File: config.mk
export PLATFORM = sky130hd
export DESIGN_NAME = gcn_stage_scheduler
export DESIGN_NICKNAME = d
export VERILOG_FILES = /design/src/rtl/gcn_stage_scheduler.sv
export SDC_FILE = /design/constraint.sdc
export NUM_CORES = 1
export LEC_CHECK = 0
export ABC_AREA = 1
export BUFFER_PORTS_ARGS = -buffer_cell sky130_fd_sc_hd__clkbuf_2
export CORE_MARGIN = 2
export CORE_UTILIZATION = 52
export CTS_CLUSTER_DIAMETER = 50
export DETAILED_ROUTE_END_ITERATION = 7
export GPL_TIMING_DRIVEN = 0
export PLACE_DENSITY = 0.79
export SLEW_MARGIN = 5
export SYNTH_ARGS = -nofsm -noshare
export SYNTH_HDL_FRONTEND = slang
export SYNTH_SLANG_ARGS = --single-unit
export TNS_END_PERCENT = 10
File: constraint.sdc
create_clock -name clk -period 2.55 [get_ports clk]
set_clock_uncertainty 0.2 [all_clocks]
set_input_delay 0.51 -clock clk [delete_from_list [all_inputs] [get_ports clk]]
set_output_delay 0.51 -clock clk [all_outputs]
set_load 0.005 [all_outputs]
File: src/rtl/gcn_stage_scheduler.sv
// ============================================================================
//  Module   : gcn_stage_scheduler
//  Purpose  : Top-level sequencer for the GCN datapath
//             (Transformation -> COO combination -> ArgMax). Issues one-cycle
//             start pulses, waits for each stage's done level, clears the
//             stages between graphs and walks NUM_GRAPHS graphs back to back,
//             advancing the FM/WM base address by GRAPH_STRIDE per graph.
//             A watchdog per WAIT state moves the block to ERROR when a
//             stage never answers.
//  Ports    : clk, reset (async, active-low)
//             start, abort                      - batch control
//             done_trans/done_comb/done_argmax  - stage done levels
//             start_trans/start_comb/start_argmax - 1-cycle stage kicks
//             stage_rst_n                       - 1-cycle stage clear
//             base_address, graph_idx           - graph in flight
//             busy, done, error, err_stage      - status
//             perf_cycles                       - batch cycle counter
//  Options  : GCN_SCHED_PERF_EN - enables the perf_cycles counter;
//             when undefined perf_cycles is tied to zero.
//  Revision : 1.0 - initial release
// ============================================================================
`default_nettype none

module gcn_stage_scheduler #(
  parameter int NUM_GRAPHS     = 4,
  parameter int GRAPH_BW       = ($clog2(NUM_GRAPHS) > 0) ? $clog2(NUM_GRAPHS) : 1,
  parameter int ADDRESS_WIDTH  = 13,
  parameter int GRAPH_STRIDE   = 102,
  parameter int TIMEOUT_CYCLES = 1024
) (
  input  logic                     clk,
  input  logic                     reset,
  input  logic                     start,
  input  logic                     abort,
  input  logic                     done_trans,
  input  logic                     done_comb,
  input  logic                     done_argmax,
  output logic                     start_trans,
  output logic                     start_comb,
  output logic                     start_argmax,
  output logic                     stage_rst_n,
  output logic [ADDRESS_WIDTH-1:0] base_address,
  output logic [GRAPH_BW-1:0]      graph_idx,
  output logic                     busy,
  output logic                     done,
  output logic                     error,
  output logic [1:0]               err_stage,
  output logic [31:0]              perf_cycles
);

  localparam int                     c_WD_W       = $clog2(TIMEOUT_CYCLES);
  localparam logic [c_WD_W-1:0]      c_WD_LAST    = c_WD_W'(TIMEOUT_CYCLES - 1);
  localparam logic [c_WD_W-1:0]      c_WD_ONE     = c_WD_W'(1);
  localparam logic [GRAPH_BW-1:0]    c_LAST_GRAPH = GRAPH_BW'(NUM_GRAPHS - 1);
  localparam logic [GRAPH_BW-1:0]    c_IDX_ONE    = GRAPH_BW'(1);
  localparam logic [ADDRESS_WIDTH-1:0] c_STRIDE   = ADDRESS_WIDTH'(GRAPH_STRIDE);

  typedef enum logic [3:0] {
    S_IDLE   = 4'd0,
    S_T_GO   = 4'd1,
    S_T_WAIT = 4'd2,
    S_C_GO   = 4'd3,
    S_C_WAIT = 4'd4,
    S_A_GO   = 4'd5,
    S_A_WAIT = 4'd6,
    S_NEXT   = 4'd7,
    S_DONE   = 4'd8,
    S_ERROR  = 4'd9
  } state_t;

  state_t                   r_state;
  state_t                   w_state_nxt;
  logic [c_WD_W-1:0]        r_wd;
  logic                     w_timeout;
  logic                     w_in_wait;
  logic                     w_abort_take;
  logic                     w_restart;
  logic                     w_busy_nxt;
  logic [1:0]               w_err_stage_nxt;

  logic                     r_start_trans;
  logic                     r_start_comb;
  logic                     r_start_argmax;
  logic                     r_stage_rst_n;
  logic [ADDRESS_WIDTH-1:0] r_base_address;
  logic [GRAPH_BW-1:0]      r_graph_idx;
  logic                     r_busy;
  logic                     r_done;
  logic                     r_error;
  logic [1:0]               r_err_stage;

  // --------------------------------------------------------------------------
  // Next-state logic
  // --------------------------------------------------------------------------
  always_comb begin
    w_state_nxt     = r_state;
    w_err_stage_nxt = r_err_stage;
    w_restart       = 1'b0;
    w_timeout       = (r_wd == c_WD_LAST);
    w_in_wait       = (r_state == S_T_WAIT) || (r_state == S_C_WAIT) ||
                      (r_state == S_A_WAIT);
    w_abort_take    = abort && (r_state != S_IDLE);

    // In every WAIT state the done level is tested before the timeout so
    // that a done arriving on the last allowed cycle still wins.
    case (r_state)
      S_IDLE:   if (start) w_state_nxt = S_T_GO;
      S_T_GO:   w_state_nxt = S_T_WAIT;
      S_T_WAIT: begin
        if (done_trans) begin
          w_state_nxt = S_C_GO;
        end else if (w_timeout) begin
          w_state_nxt     = S_ERROR;
          w_err_stage_nxt = 2'd1;
        end
      end
      S_C_GO:   w_state_nxt = S_C_WAIT;
      S_C_WAIT: begin
        if (done_comb) begin
          w_state_nxt = S_A_GO;
        end else if (w_timeout) begin
          w_state_nxt     = S_ERROR;
          w_err_stage_nxt = 2'd2;
        end
      end
      S_A_GO:   w_state_nxt = S_A_WAIT;
      S_A_WAIT: begin
        if (done_argmax) begin
          w_state_nxt = (r_graph_idx == c_LAST_GRAPH) ? S_DONE : S_NEXT;
        end else if (w_timeout) begin
          w_state_nxt     = S_ERROR;
          w_err_stage_nxt = 2'd3;
        end
      end
      S_NEXT:   w_state_nxt = S_T_GO;
      S_DONE: begin
        if (start) begin
          w_state_nxt = S_T_GO;
          w_restart   = 1'b1;
        end
      end
      S_ERROR:  w_state_nxt = S_ERROR;
      default:  w_state_nxt = S_IDLE;
    endcase

    // Abort overrides whatever the stage/start inputs asked for.
    if (w_abort_take) begin
      w_state_nxt     = S_IDLE;
      w_err_stage_nxt = 2'd0;
      w_restart       = 1'b0;
    end

    w_busy_nxt = (w_state_nxt != S_IDLE) && (w_state_nxt != S_DONE) &&
                 (w_state_nxt != S_ERROR);
  end

  // --------------------------------------------------------------------------
  // State and registered (Moore) outputs, all decoded from the next state
  // --------------------------------------------------------------------------
  always_ff @(posedge clk or negedge reset) begin
    if (!reset) begin
      r_state        <= S_IDLE;
      r_wd           <= '0;
      r_start_trans  <= 1'b0;
      r_start_comb   <= 1'b0;
      r_start_argmax <= 1'b0;
      r_stage_rst_n  <= 1'b1;
      r_base_address <= '0;
      r_graph_idx    <= '0;
      r_busy         <= 1'b0;
      r_done         <= 1'b0;
      r_error        <= 1'b0;
      r_err_stage    <= 2'd0;
    end else begin
      r_state        <= w_state_nxt;
      // Every WAIT is entered from a GO state, where the watchdog sits at 0.
      r_wd           <= w_in_wait ? (r_wd + c_WD_ONE) : '0;
      r_start_trans  <= (w_state_nxt == S_T_GO);
      r_start_comb   <= (w_state_nxt == S_C_GO);
      r_start_argmax <= (w_state_nxt == S_A_GO);
      r_stage_rst_n  <= !((w_state_nxt == S_NEXT) || w_restart || w_abort_take);
      r_busy         <= w_busy_nxt;
      r_done         <= (w_state_nxt == S_DONE);
      r_error        <= (w_state_nxt == S_ERROR);
      r_err_stage    <= w_err_stage_nxt;

      if (w_abort_take || w_restart) begin
        r_graph_idx    <= '0;
        r_base_address <= '0;
      end else if (w_state_nxt == S_NEXT) begin
        r_graph_idx    <= r_graph_idx + c_IDX_ONE;
        r_base_address <= r_base_address + c_STRIDE;
      end
    end
  end

  assign start_trans  = r_start_trans;
  assign start_comb   = r_start_comb;
  assign start_argmax = r_start_argmax;
  assign stage_rst_n  = r_stage_rst_n;
  assign base_address = r_base_address;
  assign graph_idx    = r_graph_idx;
  assign busy         = r_busy;
  assign done         = r_done;
  assign error        = r_error;
  assign err_stage    = r_err_stage;

  // --------------------------------------------------------------------------
  // Batch cycle counter
  // --------------------------------------------------------------------------
`ifdef GCN_SCHED_PERF_EN
  logic [31:0] r_perf;
  logic        w_accept;

  assign w_accept = ((r_state == S_IDLE) || (r_state == S_DONE)) &&
                    (w_state_nxt == S_T_GO);

  // The accepting cycle is counted, so a finished batch reports the same
  // number as the start-to-done latency. Counting stops once DONE/ERROR is
  // entered because busy is low there.
  always_ff @(posedge clk or negedge reset) begin
    if (!reset) begin
      r_perf <= '0;
    end else if (w_abort_take) begin
      r_perf <= '0;
    end else if (w_accept) begin
      r_perf <= 32'd1;
    end else if (r_busy && (r_perf != 32'hFFFF_FFFF)) begin
      r_perf <= r_perf + 32'd1;
    end
  end

  assign perf_cycles = r_perf;
`else
  assign perf_cycles = 32'd0;
`endif

endmodule

`default_nettype wire

* After elaboration in Yosys (flattened, before gate mapping)
Index checks and enable logic that the tools add are counted.
** Storage, ports and cells
- Bits in registers :: 38
- Bits of input ports :: 7
- Output and inout port bits :: 56
- Word-level logic and storage cells :: 80
** Cells by class
- Add/sub/neg operators :: 3
- Equal/unequal tests :: 25
- Mux-type cells :: 24
- Reduce and logical (&&, ||, !) cells :: 16
** Operator list (count)
- $pmux W4 S9 :: 1
- $mux W4 :: 7
- $mux W13 :: 2
- $eq A4 B3 Y1 const B :: 6
- $mux W2 :: 9
- $ne A3 B3 Y1 const B :: 6
- $eq A4 B4 Y1 const B :: 4
- $add A13 B7 Y13 const B :: 1
- $eq A4 B2 Y1 const B :: 3
- $reduce_bool A4 Y1 :: 3
- $add A10 B1 Y10 const B :: 1
- $eq A10 B10 Y1 const B :: 1
- $mux W10 :: 1
- $eq A4 B1 Y1 const B :: 2
- $ne A4 B4 Y1 const B :: 2
- $reduce_and A7 Y1 :: 1
- $pmux W2 S3 :: 1
- $logic_or A1 B1 Y1 :: 5
- $logic_not A4 Y1 :: 1
- $logic_and A1 B1 Y1 :: 3
- $mux W1 :: 3
- $add A2 B1 Y2 const B :: 1
- $eq A2 B2 Y1 const B :: 1
- $reduce_bool A2 Y1 :: 1
- other kinds (2) :: 2

* Depth between registers and ports, before layout
Gate-level depths: netlist of the first run.
- Depth in word-level cells :: 9
- Depth in mapped cells :: 13
- Depth with buffers taken out :: 12

* Least setup slack after synthesis of the first run
No wires, ideal clock.
- Path kind :: reg-to-reg
- Start point :: reg r_wd[0]
- End point :: reg r_base_address[10] (netlist: base_address[10])
- Setup time :: 0.117 ns
- Data arrival time :: 1.589 ns
- Data required time :: 2.233 ns
- Path slack :: 0.644 ns
- Cell stages (with the launch flop) :: 13
- Path buffers :: 1
- Clock period less this slack :: 1.906 ns
- Cell sequence :: dfrtp_1 > ha_1 > nand2_1 > nor2_2 > nand3_1 > nand3_1 > nand2_1 > inv_2 > nand2_1 > nand4_4 > buf_2 > nand3_1 > nand2_1
** On the way
- Word-level cells in the longest chain between the ends :: 7
- Elaborated cells on any way between the ends :: 9
- Those cells by class :: eq/ne: 2; mux: 6; reduce/logical: 1
** RTL lines
- from (decl) :: line 73 : logic [c_WD_W-1:0] r_wd;
- from (signal assigned) :: line 177 : r_wd <= w_in_wait ? (r_wd + c_WD_ONE) : '0;
- $eq A10 B10 Y1 (*) :: line 99 : w_timeout = (r_wd == c_WD_LAST);
- $mux W4 (*) :: line 112, 121, 130
- $mux W4, on equally long branches :: line 128, 110, 119
- $pmux W4 S9 (*) :: line 106 : case (r_state)
- $mux W4 (*) :: line 147 : if (w_abort_take) begin
- $eq A4 B3 Y1 (*) :: line 190 : end else if (w_state_nxt == S_NEXT) begin
- $reduce_bool A2 Y1 (no source line) (*)
- to (signal assigned) :: line 192 : r_base_address <= r_base_address + c_STRIDE;
- to (decl) :: line 85 : logic [ADDRESS_WIDTH-1:0] r_base_address;
Every way passes the cells marked *; elsewhere a longest branch is shown, timed or not.
A chain may end at the register's enable or synchronous reset.

* Final worst setup path of the first run
- Start point :: reg r_wd[0]
- End point :: reg r_base_address[9] (netlist: base_address[9])
The elaborated chain is that of the path after synthesis.

==> summary.md, run 1 <==
| Metric | Value |
|---|---|
| Post-DR wirelength/cell | 10.3 um |
| Crit end category | flop |
| H-tree depth | 2 |
| Sum Neg Setup Slack | 0 ns |
| Initial antenna violation count | 0 |
| Met1 wire length | 2030 um |
| TritonCTS clock tree | yes |
| RePlAce Congestion | 0.857 |
| Max-cap viol count | 0 |
| Met2 Wirelength | 2120 um |
| CP peak stage delay | 0.37 ns |
| Remaining Overflow, GRT | 0 |
| Mean number of vias per cell | 4.69 |
| Port buffer count | 29 |
| Die Ht | 70.4 um |
| Crit-path max FO | 10 |
| Final Hold Fails | 0 |
| Final Max Tran Viols | 0 |
| Mean post-synth cell area | 7.47 um^2 |
| TritonCTS Sinks | 37 |
| Vias in the first global route | 1792 |
| Worst Tran Pin Value | 0.895 ns |
| Sw Share | 41.4% |
| Critical path required time | 2.57 ns |
| WL final | 4410 um |
| Synth Warn # | 0 |
| Final setup viols | 0 |
| Pin count of the biggest net entering global routing | 38 |
| Core area | 0.00429 mm^2 |
| Global-route wire length before repair | 7700 um |
| Postcts setup bufs | 0 |
| Critical Path Source Type | flop |
| Initial DRT Pass Iterations | 4 |
| Comb power frac | 44.4% |
| Die W | 70.4 um |
| Critical path class | flop to flop |
| CP max-delay cell | dfrtp_1 |
| Unrepaired setup endpoints after global routing | no |
| Pint | 0.00147 W |
| Tmin final | 2.20 ns |
| Vias | 2006 |
| Dpl hpwl | 3360 um |
| Fillers | 382 |
| CP dominant cell by count | nand3_1 |
| Worst vdd ir | 0.653 mV |
| # nets final | 385 |
| Top-level I/O count | 63 |
| Post-DRT Antenna Nets | 0 |
| Clock Pin Slew Worst Setup and Hold Paths | 0.08 ns |
| Worst Hold Class | input port to asynchronous set/reset pin |
| Mapped Area | 0.00229 mm^2 |
| N_diodes | 0 |
| Initial Util | 53.4% |
| Met3 Routed Length | 239 um |
| Fmax | 454 MHz |
| Seq cells post-synth | 37 |
| Seq pwr share | 35.1% |
| Layout area overhead | 19.5% |
| Sequential-to-total area share from yosys stat | 40.4% |
| Power Dens Cells | 913 mW/mm^2 |
| Post-layout power | 0.00250 W |
| Mapped Cells | 307 |
| Skew-Pair Late Insertion Delay | 0.29 ns |
| Core Rows | 24 |
| CTS root buf | clkbuf_8 |
| Status | finished clean |
| Critical path, cell by cell | ha_1, nand2_1, nor2_2, nand3_1, nand3_1, nand3_1, nand4_4, buf_2, nand3_1, nand2_1 |
| Highest routed layer | met4 |
| Slew margin rel. | 40.3% |
| CTS hold repair buffers | 0 |
| P_sw | 0.00104 W |
| Worst hold slack | 0.137 ns |
| GRT Total Usage | 19.2% |
| Period utilisation layout | 86.4% |
| TritonCTS buffer count | 5 |
| Drt first-iter violations | 134 |
| Yosys cell types | 31 |
| Ratio of cells with drive above 1 in the final layout | 23.9% |
| Die ar. | 0.00496 mm^2 |
| DRC Markers | 0 |
| Post_cts resized | 0 |
| Leakage power | 1.55 nW |
| Clock power share | 20.6% |
| CTS max path bufs | 2 |
| Worst Path Arrival | 2.22 ns |
[layer usage]
| metal | track usage, % | vias up |
|---|---|---|
| met4 | 5.77 | 0 |
| met5 | 0 | - |
| met2 | 32.1 | 55 |
| met1 | 24.7 | 904 |
| li1 | - | 1045 |
| met3 | 4.47 | 2 |
[cell usage in the layout, fill, tap and decap left out, drive strengths merged]
| cell | netlist | final |
|---|---|---|
| dfrtp | 36 | 36 |
| buf | 36 | 36 |
| o22ai | 1 | 1 |
| ha | 3 | 3 |
| o21ai | 8 | 8 |
| nor3 | 9 | 9 |
| o211ai | 1 | 1 |
| clkbuf | 2 | 38 |
| nand3b | 1 | 1 |
| dfstp | 1 | 1 |
| bufinv | 0 | 1 |
| xnor2 | 2 | 2 |
| nor2 | 33 | 33 |
| nand4 | 3 | 3 |
| nand3 | 36 | 36 |
| nor3b | 4 | 4 |
| a31oi | 1 | 1 |
| xor2 | 3 | 3 |
| inv | 40 | 40 |
| nand2 | 73 | 73 |
| a21oi | 13 | 13 |
| conb | 1 | 33 |
[Yosys cell counts]
cell	count	area, um^2
a21oi_1	13	65.1
a31oi_1	1	6.26
buf_2	2	10.0
buf_4	33	248
buf_6	1	11.3
clkbuf_1	2	7.51
conb_1	1	3.75
dfrtp_1	36	901
dfstp_2	1	26.3
ha_1	3	37.5
inv_1	30	113
inv_2	10	37.5
nand2_1	71	267
nand2_2	2	12.5
nand3_1	35	175
nand3_2	1	10.0
nand3b_1	1	7.51
nand4_1	2	12.5
nand4_4	1	21.3
nor2_1	30	113
nor2_2	1	6.26
nor2_4	1	11.3
nor2_8	1	20.0
nor3_1	9	45.0
nor3b_1	4	30.0
o211ai_1	1	7.51
o21ai_0	6	30.0
o21ai_1	2	10.0
o22ai_1	1	6.26
xnor2_1	2	17.5
xor2_1	3	26.3
[worst paths after layout]
path	from	end	slack (ns)	cells past startpoint
setup / recovery	r_wd[0]	base_address[9]	0.35	10
min in group clk	r_wd[0]	r_wd[0]	0.27	1
hold / removal	reset	base_address[10]	0.14	1
setup reg to reg	r_wd[0]	base_address[9]	0.35	10
max in group asynchronous	reset	r_wd[4]	1.45	1
hold reg to reg	r_wd[0]	r_wd[0]	0.27	1
[stage by stage]
step / worst slack (ns) / std cells / utilization (%) / instance area, um^2
CTS: 0.348 / 428 / 63.8 / 2740
global placement: 0.415 / 420 / 61.1 / 2630
floorplan: 0.644 / 339 / - / 2410
detailed placement: 0.379 / 420 / 61.1 / 2630
global route: 0.126 / 428 / 63.8 / 2740
finish: 0.347 / 428 / 63.8 / 2740
[registers in the layout, summed over array words and instances, names as in the netlist, 2 cells and up]
register      flops
err_stage         2
base_address     12
r_wd             10
graph_idx         2
r_state           4
[power by group through the flow]
stage | clock (W) | combinational [W] | sequential, W
after floorplan | 0 | 0.000818 | 0.000873
after global routing | 0.000563 | 0.00128 | 0.000902
after global placement | 0 | 0.00108 | 0.000883
final | 0.000515 | 0.00111 | 0.000878
after CTS | 0.000529 | 0.00111 | 0.000876
after detailed placement | 0 | 0.00111 | 0.000886
[critical path, delay by kind of cell (launching register included)]
family | cells | cell delay, ns
buffers and inverters | 1 | 0.24
and+or+nand+nor | 8 | 1.16
DFF | 1 | 0.37
adders and majority gates | 1 | 0.18
[kinds of logic (layout without fill, tap and decap cells)]
kind of cell | Yosys count | in the layout | share of synthesized area [%]
buffers and inverters | 78 | 115 | 18.6
other | 1 | 33 | 0.163
XOR/XNOR | 5 | 5 | 1.91
adder cells (fa/ha/maj) | 3 | 3 | 1.64
flip-flops | 37 | 37 | 40.4
AO/OA/AOI/OAI | 24 | 24 | 5.45
AND/OR/NAND/NOR | 159 | 159 | 31.8
[area by class of cell]
type / count / area [um^2] / share of cell area [%]
Tap cell: 52 / 65.1 / 2.37
Multi-Input combinational cell: 224 / 1060 / 38.7
Buffer: 38 / 277 / 10.1
Timing Repair Buffer: 29 / 145 / 5.29
Clock buffer: 7 / 86.3 / 3.15
Clock inverter: 1 / 30.0 / 1.10
Inverter: 40 / 150 / 5.48
Sequential cell: 37 / 927 / 33.8
(Power assumes the default switching activity.)
==> inputs of run 2 (changes only) <==
- ABC_AREA: 1 -> not set
- PLACE_DENSITY: 0.79 -> 0.84
==> summary.md, run 2 <==
| Metric | Value |
|---|---|
| TritonCTS clock tree | yes |
| RePlAce Congestion | 0.913 |
| Adder-cell share of the synthesized area | 1.75% |
| CTS max path bufs | 2 |
| Die Ht | 68.3 um |
| Critical path, cell by cell | ha_1, and4_1, and3_1, clkbuf_1, and4_1, o21bai_1, mux2i_1 |
| # nets final | 307 |
| Core Rows | 23 |
| Post-synth top area share | 42.0% |
| TritonCTS buffer count | 5 |
| Vias | 1725 |
| Top cells by count, synth | 36 x dfrtp_1, 33 x buf_4, 29 x nor2_1 |
| Core area | 0.00400 mm^2 |
| Tmin final | 2.38 ns |
| Dpl hpwl | 3040 um |
| Ratio of cells with drive above 1 in the final layout | 26.8% |
| CP dominant cell by count | and4_1 |
| Max-cap viol count | 0 |
| Yosys top cell by area | dfrtp_1 |
| Max reg flops | 12 |
| TritonCTS Sinks | 37 |
| Simple-Gate Fraction of Synth Area | 21.4% |
| Worst Path Arrival | 2.40 ns |
| CP bufs+invs | 1 |
| Mean post-synth cell area | 9.38 um^2 |
| Skew-Pair Late Insertion Delay | 0.29 ns |
| Commonest non-fill, non-tap cell in the layout | dfrtp_1 |
| Post-DR wirelength/cell | 11.9 um |
| Fillers | 341 |
| N_diodes | 0 |
| Die W | 68.3 um |
| Commonest non-fill, non-tap cells in the layout | 36 x dfrtp_1, 33 x buf_4, 33 x conb_1, 29 x clkbuf_2, 28 x nor2_1 |
| Worst hold slack | 0.131 ns |
| Final setup viols | 0 |
| Critical path required time | 2.56 ns |
| Power Dens Cells | 688 mW/mm^2 |
| CP peak stage delay | 0.46 ns |
| Port buffer count | 29 |
| DRC Markers | 0 |
| Pin count of the biggest net entering global routing | 38 |
| Initial DRT Pass Iterations | 4 |
| Worst Tran Pin Value | 0.883 ns |
| Sum Neg Setup Slack | 0 ns |
| FF/Latch Area | 927 um^2 |
| Mean number of vias per cell | 4.96 |
| Fmax | 420 MHz |
| Critical Path Source Type | flop |
| Critical path class | flop to flop |
| Final Hold Fails | 0 |
| Crit end category | flop |
| FFs w/ async S/R, synth | 100% |
| Fraction of the mapped netlist area in compound gates | 10.8% |
| Clock Pin Slew Worst Setup and Hold Paths | 0.07 ns |
| Crit path max-delay family | simple AND/OR/NAND/NOR gates |
| Status | finished clean |
| GRT Total Usage | 19.9% |
| Remaining Overflow, GRT | 0 |
| Mapped Area | 0.00215 mm^2 |
| WL final | 4130 um |
| Post-DRT Antenna Nets | 0 |
| Leakage power | 1.35 nW |
| Initial Util | 53.7% |
| Vias in the first global route | 1605 |
| Mapped Cells | 229 |
| Synth Area in XOR/XNOR | 6.53% |
| CP max-delay cell | o21bai_1 |
| Drt first-iter violations | 92 |
| Unrepaired setup endpoints after global routing | no |
| Mux contribution to synthesized area | 1.46% |
| Synth Warn # | 0 |
| CTS root buf | clkbuf_8 |
| Most frequent cell after synthesis | dfrtp_1 |
| Layout area overhead | 19.6% |
| Yosys cell types | 50 |
| Top FF cell, synth | dfrtp_1 |
| Final Max Tran Viols | 0 |
| Largest family of logic cells by synthesized area | simple AND/OR/NAND/NOR gates |
| Area of the multi-input gates | 0.00103 mm^2 |
| Seq cells post-synth | 37 |
| H-tree depth | 2 |
| Slew margin rel. | 41.1% |
| Sequential-to-total area share from yosys stat | 43.2% |
| Ranking of synthesized cells by area | dfrtp_1 42%, buf_4 12%, nor2_1 5.1%, xor2_1 4.1%, nand3_1 2.8% |
| Crit-path max FO | 7 |
| Final Core Density | 64.2% |
| Initial antenna violation count | 0 |
| Worst vdd ir | 0.560 mV |
| Die ar. | 0.00466 mm^2 |
| Top-level I/O count | 63 |
| Worst Hold Class | input port to asynchronous set/reset pin |
| Period utilisation layout | 93.4% |
| Post-synth EDFFs | 0 |
| Global-route wire length before repair | 6990 um |
[run 2: cell families after synthesis]
family / after synthesis
compound gates: 34
xor+xnor: 16
fa+ha+maj: 3
buf+inv: 48
flops: 37
mux: 3
other cells: 1
simple gates: 87
[run 2: area by class of cell]
class	instances	area share, %
Inverter	7	1.02
Clock buffer	8	3.51
Sequential cell	37	36.1
Multi-Input combinational cell	176	40.1
Timing Repair Buffer	29	5.65
Tap cell	50	2.44
Buffer	41	11.2
[run 2: routing by layer]
| metal | up-vias | global-route usage [%] | wire [um] |
|---|---|---|---|
| met5 | - | 0 | 0 |
| met4 | 0 | 7.25 | 49 |
| met3 | 6 | 4.44 | 297 |
| met2 | 68 | 32.8 | 1970 |
| met1 | 798 | 25.7 | 1820 |
| li1 | 853 | - | - |
[run 2: worst paths after layout]
check,start,endpoint,slack (ns),cells past startpoint
setup / recovery,r_wd[0],busy,0.17,7
max in group asynchronous,reset,r_wd[3],1.46,1
min in group clk,base_address[12],base_address[12],0.28,1
setup reg to reg,r_wd[0],busy,0.17,7
hold / removal,reset,base_address[4],0.13,1
hold reg to reg,base_address[12],base_address[12],0.28,1
[run 2: metrics by stage]
step | setup slack, ns | cells | area [um^2] | total power, W
floorplan | 0.303 | 261 | 2270 | 0.00117
global placement | 0.224 | 340 | 2470 | 0.00133
detailed placement | 0.176 | 340 | 2470 | 0.00135
CTS | 0.164 | 348 | 2560 | 0.00177
global route | 0.0101 | 348 | 2570 | 0.00189
finish | 0.169 | 348 | 2570 | 0.00177
[run 2: power by group]
part | switching [W] | total (W) | internal (W)
Combinational | 0.000392 | 0.000635 | 0.000243
Clock | 0.000200 | 0.000421 | 0.000220
Sequential | 0.0000444 | 0.000710 | 0.000666
[run 2: worst reg2reg max path, stage by stage, from the launching register on]
cell	delay, ns
dfrtp_1	0.41
ha_1	0.24
and4_1	0.24
and3_1	0.17
clkbuf_1	0.15
and4_1	0.20
o21bai_1	0.46
mux2i_1	0.24
[run 2: repair_timing]
item | in CTS | in global routing
hold buffers | 0 | 0
setup buffers | 0 | 0
endpoints found under the setup margin | 0 | 1
resized for setup | 0 | 1
==> inputs of run 3 (changes only) <==
- BUFFER_PORTS_ARGS: -buffer_cell sky130_fd_sc_hd__clkbuf_2 -> -buffer_cell sky130_fd_sc_hd__buf_2
==> summary.md, run 3 (synthesized netlist as in run 2, its figures left out) <==
| Metric | Value |
|---|---|
| Status | finished clean |
| CTS hold repair buffers | 0 |
| Drt first-iter violations | 73 |
| Fillers | 356 |
| Global-route wire length before repair | 6540 um |
| RePlAce Congestion | 0.915 |
| Skew-Pair Late Insertion Delay | 0.29 ns |
| Post-layout power | 0.00174 W |
| Worst Hold Class | input port to asynchronous set/reset pin |
| Crit-path max FO | 9 |
| Fmax | 423 MHz |
| Die Ht | 68.3 um |
| N_diodes | 0 |
| Worst r2r dst | start_argmax |
| Dpl ws | 0.207 ns |
| Top-level I/O count | 63 |
| WL final | 4050 um |
| Setup ws final | 0.188 ns |
| Initial antenna violation count | 0 |
| Ratio of cells with drive above 1 in the final layout | 27.5% |
| Slew margin rel. | 47.7% |
| Critical path required time | 2.56 ns |
| Post_cts resized | 0 |
| Power Dens Cells | 678 mW/mm^2 |
| TritonCTS Sinks | 37 |
| Setup crit start | r_state[3] |
| Commonest non-fill, non-tap cells in the layout | 36 x dfrtp_1, 33 x buf_4, 33 x conb_1, 31 x buf_2, 28 x nor2_1 |
| Worst reg2reg path depth | 7 |
| H-tree depth | 2 |
| Post-DRT Antenna Nets | 0 |
| Remaining Overflow, GRT | 0 |
| Initial Util | 53.7% |
| Critical Path Source Type | flop |
| Mean number of vias per cell | 4.93 |
| Core Rows | 23 |
| Vias in the first global route | 1484 |
| Vias | 1716 |
| Pin count of the biggest net entering global routing | 38 |
| Non-filler cells, final | 348 |
| DRC Markers | 0 |
| Sum Neg Setup Slack | 0 ns |
| Commonest non-fill, non-tap cell in the layout | dfrtp_1 |
| Dpl hpwl | 2950 um |
| Worst Setup EP | start_argmax |
| Max-cap viol count | 0 |
| Max reg flops | 12 |
| Unrepaired setup endpoints after global routing | no |
| Worst vdd ir | 0.477 mV |
| Post-DR wirelength/cell | 11.6 um |
| Period utilisation layout | 92.6% |
| Worst Tran Pin Value | 0.785 ns |
| Layout area overhead | 19.4% |
| CTS root buf | clkbuf_8 |
| CP max-delay cell | or3b_4 |
| Reg2reg start | r_state[3] |
| Final Max Tran Viols | 0 |
| Port buffer count | 29 |
| # nets final | 307 |
| Worst hold slack | 0.0941 ns |
| Tmin final | 2.36 ns |
| Placed insts | 340 |
| Die W | 68.3 um |
| Critical path, cell by cell | buf_6, or3b_4, or3_1, buf_2, a21oi_1, a21o_1, nor3b_1 |
| Initial DRT Pass Iterations | 4 |
| Clock Pin Slew Worst Setup and Hold Paths | 0.07 ns |
| TritonCTS buffer count | 5 |
| GRT Total Usage | 19.1% |
| CTS max path bufs | 2 |
| Final setup viols | 0 |
| Core area | 0.00400 mm^2 |
| Leakage power | 1.36 nW |
| TritonCTS clock tree | yes |
| CP peak stage delay | 0.43 ns |
| Worst R2R Setup Slack | 0.19 ns |
| Die ar. | 0.00466 mm^2 |
| Worst Path Arrival | 2.37 ns |
| Critical path class | flop to flop |
| Crit end category | flop |
| Final Hold Fails | 0 |
| Postcts setup bufs | 0 |
run 3: metal layers:
layer,global-route usage [%],vias up,routed length (um)
met2,29.5,71,1910
met4,9.25,0,73
met1,24.2,783,1750
li1,-,854,-
met3,5.76,8,322
met5,0,-,0
run 3: worst min path at each step:
stage / startpoint / endpoint / slack, ns / cells past startpoint
floorplan: reset / base_address[10] / 0.01 / 0
global placement: base_address[12] / base_address[12] / 0.26 / 1
detailed placement: base_address[12] / base_address[12] / 0.27 / 1
CTS: reset / base_address[4] / 0.13 / 1
global route: reset / base_address[4] / 0.18 / 1
finish: reset / base_address[4] / 0.09 / 1
run 3: report_power, final:
part	switching, W	leakage (nW)	total, W	internal, W
clock	0.000199	0.0450	0.000388	0.000189
sequential	0.0000424	0.505	0.000708	0.000666
combinational	0.000395	0.813	0.000642	0.000248
total	0.000636	1.36	0.00174	0.00110
run 3: per-stage QoR:
step / cell area [um^2] / util [%]
floorplan: 2270 / -
global placement: 2470 / 61.9
detailed placement: 2470 / 61.9
CTS: 2560 / 63.9
global route: 2560 / 64.1
finish: 2560 / 64.1
run 3: final cells by class:
class / instances / area, um^2 / share of cell area (%)
buffer: 41 / 288 / 11.2
multi-input combinational: 176 / 1030 / 40.3
inverter: 7 / 26.3 / 1.02
clock buffer: 6 / 72.6 / 2.83
timing repair buffer: 29 / 145 / 5.66
clock inverter: 2 / 10.0 / 0.390
tap: 50 / 62.6 / 2.44
sequential: 37 / 927 / 36.2
run 3: critical path, delay by kind of cell (launching register included):
family	cells	cell delay (ns)
AND/OR/NAND/NOR	3	0.95
flip-flops	1	0.38
AO/OA/AOI/OAI	2	0.43
buffers and inverters	2	0.31
